$ cat config.mk
export PLATFORM = sky130hd
export DESIGN_NAME = vga_sync_rx
export DESIGN_NICKNAME = d
export VERILOG_FILES = /design/src/rtl/vga_sync_rx.sv
export SDC_FILE = /design/constraint.sdc
export NUM_CORES = 1
export LEC_CHECK = 0
export ABC_AREA = 1
export CELL_PAD_IN_SITES_DETAIL_PLACEMENT = 1
export CELL_PAD_IN_SITES_GLOBAL_PLACEMENT = 1
export CORE_AREA = 4 4 110 112
export CTS_CLUSTER_DIAMETER = 100
export DETAILED_ROUTE_END_ITERATION = 10
export DIE_AREA = 0 0 114 116
export GPL_TIMING_DRIVEN = 0
export PLACE_DENSITY_LB_ADDON = 0.1
export SYNTH_ARGS = -nofsm -noshare
export SYNTH_HDL_FRONTEND = slang
export SYNTH_SLANG_ARGS = --single-unit
$ cat constraint.sdc
create_clock -name clk_25 -period 2.6 [get_ports clk_25]
set_input_delay 0.52 -clock clk_25 [delete_from_list [all_inputs] [get_ports clk_25]]
set_output_delay 0.52 -clock clk_25 [all_outputs]
set_load 0.02 [all_outputs]
$ cat src/rtl/vga_sync_rx.sv
// rtl/vga_sync_rx.sv - VGA receive-side timing recovery
// Locks onto hs/vs timing, recovers x/y/de, measures line/frame length and flags violations.
module vga_sync_rx #(
  parameter int H_TOTAL     = 800,
  parameter int H_SYNC      = 96,
  parameter int H_BP        = 48,
  parameter int H_ACTIVE    = 640,
  parameter int V_TOTAL     = 525,
  parameter int V_SYNC      = 2,
  parameter int V_BP        = 33,
  parameter int V_ACTIVE    = 480,
  parameter int LOCK_FRAMES = 2
) (
  input  logic       clk_25,
  input  logic       rst_n,
  input  logic       hs,
  input  logic       vs,
  input  logic [7:0] rgb,
  output logic       locked,
  output logic       de,
  output logic [9:0] x,
  output logic [9:0] y,
  output logic [7:0] rgb_o,
  output logic [9:0] h_len,
  output logic [9:0] v_len,
  output logic       sync_err
);
  typedef enum logic [1:0] {SEARCH, CHECK, LOCKED} state_t;

  localparam logic [10:0] LP_H_TOTAL  = 11'(H_TOTAL);
  localparam logic [10:0] LP_H_SYNC   = 11'(H_SYNC);
  localparam logic [10:0] LP_V_TOTAL  = 11'(V_TOTAL);
  localparam logic [10:0] LP_H_OFF    = 11'(H_SYNC + H_BP);
  localparam logic [10:0] LP_V_OFF    = 11'(V_SYNC + V_BP);
  localparam logic [10:0] LP_H_ACTIVE = 11'(H_ACTIVE);
  localparam logic [10:0] LP_V_ACTIVE = 11'(V_ACTIVE);
  localparam logic [7:0]  LP_LOCK     = 8'(LOCK_FRAMES);

  logic        r_hs_r, r_hs_rr, r_vs_r, r_vs_rr;
  logic [7:0]  r_rgb_r, r_rgb_rr;
  logic [9:0]  r_h_ctr, r_v_ctr;
  logic        r_vpend;
  logic [7:0]  r_good, w_good_nx;
  state_t      r_state, w_state_nx;
  logic        r_de, r_sync_err;
  logic [9:0]  r_x, r_y, r_h_len, r_v_len;
  logic [7:0]  r_rgb_o;

  logic        w_hfall, w_vfall, w_hrise, w_frame, w_viol, w_de;
  logic [10:0] w_h_meas, w_v_meas;
  logic signed [10:0] w_hv, w_vv;

  assign w_hfall  = r_hs_rr & ~r_hs_r;
  assign w_vfall  = r_vs_rr & ~r_vs_r;
  assign w_hrise  = ~r_hs_rr & r_hs_r;
  assign w_h_meas = {1'b0, r_h_ctr} + 11'd1;
  assign w_v_meas = {1'b0, r_v_ctr} + 11'd1;
  assign w_frame  = w_hfall & (r_vpend | w_vfall);

  // Watchdog fires only on the step into 1023, so a stuck hs reports once.
  assign w_viol = (w_hfall & (w_h_meas != LP_H_TOTAL))
                | (w_hrise & (w_h_meas != LP_H_SYNC))
                | (w_frame & (w_v_meas != LP_V_TOTAL))
                | (~w_hfall & (r_h_ctr == 10'd1022));

  assign w_hv = $signed({1'b0, r_h_ctr}) - $signed(LP_H_OFF);
  assign w_vv = $signed({1'b0, r_v_ctr}) - $signed(LP_V_OFF);
  assign w_de = (w_state_nx == LOCKED)
              & ~w_hv[10] & (w_hv < $signed(LP_H_ACTIVE))
              & ~w_vv[10] & (w_vv < $signed(LP_V_ACTIVE));

  always_ff @(posedge clk_25) begin
    if (!rst_n) begin
      r_hs_r   <= 1'b1;
      r_hs_rr  <= 1'b1;
      r_vs_r   <= 1'b1;
      r_vs_rr  <= 1'b1;
      r_rgb_r  <= '0;
      r_rgb_rr <= '0;
    end else begin
      r_hs_r   <= hs;
      r_hs_rr  <= r_hs_r;
      r_vs_r   <= vs;
      r_vs_rr  <= r_vs_r;
      r_rgb_r  <= rgb;
      r_rgb_rr <= r_rgb_r;
    end
  end

  always_ff @(posedge clk_25) begin
    if (!rst_n) begin
      r_h_ctr <= '0;
      r_v_ctr <= '0;
      r_vpend <= 1'b0;
      r_h_len <= '0;
      r_v_len <= '0;
    end else begin
      if (w_hfall) r_h_ctr <= '0;
      else if (r_h_ctr != 10'd1023) r_h_ctr <= r_h_ctr + 10'd1;

      if (w_frame) begin
        r_v_ctr <= '0;
        r_vpend <= 1'b0;
      end else begin
        if (w_vfall) r_vpend <= 1'b1;
        if (w_hfall && r_v_ctr != 10'd1023) r_v_ctr <= r_v_ctr + 10'd1;
      end

      if (w_hfall && r_state == LOCKED) r_h_len <= w_h_meas[9:0];
      if (w_frame && r_state == LOCKED) r_v_len <= w_v_meas[9:0];
    end
  end

  always_ff @(posedge clk_25) begin
    if (!rst_n) begin
      r_state <= SEARCH;
      r_good  <= '0;
    end else begin
      r_state <= w_state_nx;
      r_good  <= w_good_nx;
    end
  end

  always_comb begin
    w_state_nx = r_state;
    w_good_nx  = r_good;
    case (r_state)
      SEARCH: begin
        w_good_nx = '0;
        if (w_frame) w_state_nx = CHECK;
      end
      CHECK: begin
        if (w_viol) begin
          w_state_nx = SEARCH;
          w_good_nx  = '0;
        end else begin
          if (w_frame) w_good_nx = r_good + 8'd1;
          if (r_good >= LP_LOCK) w_state_nx = LOCKED;
        end
      end
      LOCKED: begin
        if (w_viol) begin
          w_state_nx = SEARCH;
          w_good_nx  = '0;
        end
      end
      default: begin
        w_state_nx = SEARCH;
        w_good_nx  = '0;
      end
    endcase
  end

  // Outputs follow the next state so de/x/y drop on the same edge lock is lost.
  always_ff @(posedge clk_25) begin
    if (!rst_n) begin
      r_de       <= 1'b0;
      r_x        <= '0;
      r_y        <= '0;
      r_rgb_o    <= '0;
      r_sync_err <= 1'b0;
    end else begin
      r_de       <= w_de;
      r_x        <= w_de ? w_hv[9:0] : 10'd0;
      r_y        <= w_de ? w_vv[9:0] : 10'd0;
      r_rgb_o    <= w_de ? r_rgb_rr : 8'd0;
      r_sync_err <= w_viol & (r_state != SEARCH);
    end
  end

  assign locked   = (r_state == LOCKED);
  assign de       = r_de;
  assign x        = r_x;
  assign y        = r_y;
  assign rgb_o    = r_rgb_o;
  assign h_len    = r_h_len;
  assign v_len    = r_v_len;
  assign sync_err = r_sync_err;
endmodule
==> results.md, run 1 <==
- Power per cell area: 570.7 nW/um^2
- Final Max Tran Viols: 0
- Register area share after synthesis: 0.4596
- EDFF count, synth: 0
- Clk_skew: 0.01089 ns
- Syn Nets: 601
- Top cell type's share of synthesized area: 0.4596
- Number of buffers created by CTS: 9
- Total wire length: 11.97 mm
- Synth warn: 0
- Initial Utilization: 0.3920
- GRT Total Usage: 0.1914
- Fin crit share: 0.9036
- #FFs+latches synth: 101
- Antenna Cells: 0
- Synth cell count leaders: nand2_1 (125), dfxtp_1 (101), inv_1 (91)
- Vias per cell: 4.902
- # DRC: 0
- Die Y: 116 um
- Synth Flop Type: dfxtp_1
- Critical-path cell list: inv_1 > ha_1 > nand2_1 > nand2_1 > xor2_1 > nand2_1 > inv_1 > nor2_1 > nor2_1 > nand4_4 > buf_6 > nor3_2
- PostCTS Resize Cnt: 0
- Ports: 63
- Status: completed
- Initial antenna violation count: 0
- RSZ-0062 raised after global routing: false
- Arrival time worst endpoint: 2.62 ns
- Routed WL per cell: 14.88 um
- Die X: 114 um
- Hold Path Origin: r_rgb_r[5]
- Worst EP required: 2.87 ns
- Via count: 3941
- Most frequent cell after synthesis: nand2_1
- Worst Tran Pin Value: 0.6117 ns
- Crit end category: register
- Full die area: 13220 sq um
- Post-DRT Antenna Nets: 0
- Share of layout cells above drive strength 1: 0.1029
- Sink Count: 101
- Number of iterations in the first detailed-routing pass: 4
- Clk Latency, worst-skew pair: 0.36 ns
- Port Buffers: 62
- Synth unique cells: 35
- MaxCap Viol Count: 0
- Fmax: 425.6 MHz
- Count of final setup violators: 0
- Largest net degree at the start of global routing: 19
- Max H-tree Level: 3
- CTS tree: done
- Core Rows: 39
- Async set or reset register ratio after synthesis: 0
- Fin. Hold Viols: 0
- Area grow syn2layout: 25.09%
- Setup_tns: 0 ns
- Peak supply drop: 0.3762 mV
- Worst R2R Start: r_h_ctr[4]
- Crit path from: r_h_ctr[4]
- Crit-path max FO: 10
- Worst min path class: register to register
- Syn_area_per_cell: 7.572 sq um
- DRT iter0 DRCs: 124
- Root Buffer: clkbuf_16
- Crit path largest cell delay: 0.44 ns
- Clock-pin slew on the worst setup and hold paths: 0.07 ns
- CP max stage cell: dfxtp_1
- HPWL after DPL: 9.136 mm
- Max Root-Sink Buffers: 2
- First-pass GRT wire length: 19.98 mm
- Hold Buf Count CTS: 0
- Leakage power: 2.373 nW
- Syn Inst Count: 581
- Final net count: 677
- Hold Worst Slack: 0.4200 ns
- Vias in the first global route: 4112
- Core area: 11220 sq um
- Slew headroom: 0.5907
- Critical path class: register to register
- Final min period: 2.349 ns
- Crit-path most repeated cell: nand2_1
- Ranking of synthesized cells by area: dfxtp_1 (46%), nand2_1 (11%), inv_1 (7.8%)
- Final Wtd Congestion: 0.8631
- Startpoint Class: register
- Post-Syn Area: 4399 sq um
- Total grt overflow: 0
- Cell accounting for the most synthesized area: dfxtp_1
[cells by family after synthesis]
logic type / after synthesis / share of synthesized area
AO/OA/AOI/OAI: 84 / 0.1001
XOR/XNOR: 9 / 0.01963
adder cells (fa/ha/maj): 8 / 0.02275
buffers and inverters: 108 / 0.1015
flip-flops: 101 / 0.4596
other: 1 / 0.0008524
AND/OR/NAND/NOR: 270 / 0.2955
[power by group]
part	leakage, nW	total, mW	switching [mW]	internal (mW)
sequential	0.820	1.60	0.0220	1.57
combinational	1.42	0.240	0.163	0.0771
clock	0.136	1.30	0.640	0.664
total	2.37	3.14	0.824	2.32
[metal layers]
| metal | vias up | wire [um] | GRT usage |
|---|---|---|---|
| li1 | 1985 | - | - |
| met3 | 17 | 507 | 0.04178 |
| met5 | - | 0 | 0 |
| met2 | 57 | 5988 | 0.3439 |
| met4 | 0 | 220 | 0.07443 |
| met1 | 1882 | 5249 | 0.2220 |
[sequential cells by signal (all words and copies together) (netlist names)]
register	cells
r_hs_rr	1
r_good	8
r_state	2
x	10
r_hs_r	1
de	1
r_vs_r	1
r_vpend	1
r_vs_rr	1
y	10
v_len	10
rgb_o	8
r_rgb_rr	8
r_h_ctr	10
sync_err	1
r_v_ctr	10
r_rgb_r	8
h_len	10
[worst max-delay path, delay by kind of cell, from the launching register on]
kind / cells / cell delay [ns]
adder cells (fa/ha/maj): 1 / 0.25
flip-flops: 1 / 0.44
XOR/XNOR: 1 / 0.23
AND/OR/NAND/NOR: 7 / 0.89
buffers and inverters: 3 / 0.45
[what timing repair did]
item	4_1_cts	5_1_grt
endpoints found under the hold margin	0	0
setup buffers	0	3
setup endpoints to repair	0	3
[layout by cell type, fill, tap and decap left out, drive strengths merged, types with 6 or more instances in the layout]
cell type / n
clkbuf: 18
nor3: 39
nand2: 130
nor2: 63
ha: 8
nand3: 27
o21ai: 42
buf: 10
clkdlybuf4s50: 62
dfxtp: 101
xor2: 7
a21oi: 35
nand4: 6
inv: 95
[per-stage QoR]
step / area, sq um / std cells / utilization / total power, mW / setup WS [ns]
floorplan: 4399 / 581 / - / 1.792 / 0.7473
global placement: 5199 / 786 / 0.4632 / 1.867 / 0.2538
detailed placement: 5199 / 786 / 0.4632 / 1.875 / 0.1854
CTS: 5480 / 801 / 0.4883 / 3.185 / 0.1615
global route: 5503 / 804 / 0.4903 / 3.275 / 0.04930
finish: 5503 / 804 / 0.4903 / 3.141 / 0.2506
[path summary, 6_finish.rpt]
check / cells past startpoint / slack, ns / endpoint
worst max-delay path: 12 / 0.25 / y[6]
worst min-delay path: 2 / 0.42 / r_rgb_rr[5]
worst max register to register: 12 / 0.25 / y[6]
worst min register to register: 2 / 0.42 / r_rgb_rr[5]
[final cells by class]
cell class | count | area, sq um
clock inverters | 6 | 56.30
well taps | 143 | 178.9
clock buffers | 9 | 225.2
flip-flops and latches | 101 | 2022
fillers | 1390 | 5720
repair buffers | 65 | 643.1
plain buffers | 16 | 101.3
inverters | 92 | 345.3
multi-input cells | 372 | 1931
Power figures use the tool's default switching activity.
==> run 2: changes to the inputs <==
- SKIP_CTS_REPAIR_TIMING: not set -> 1
==> results of run 2 <==
The final DEF is identical to that of run 1; final timing and power are the same.
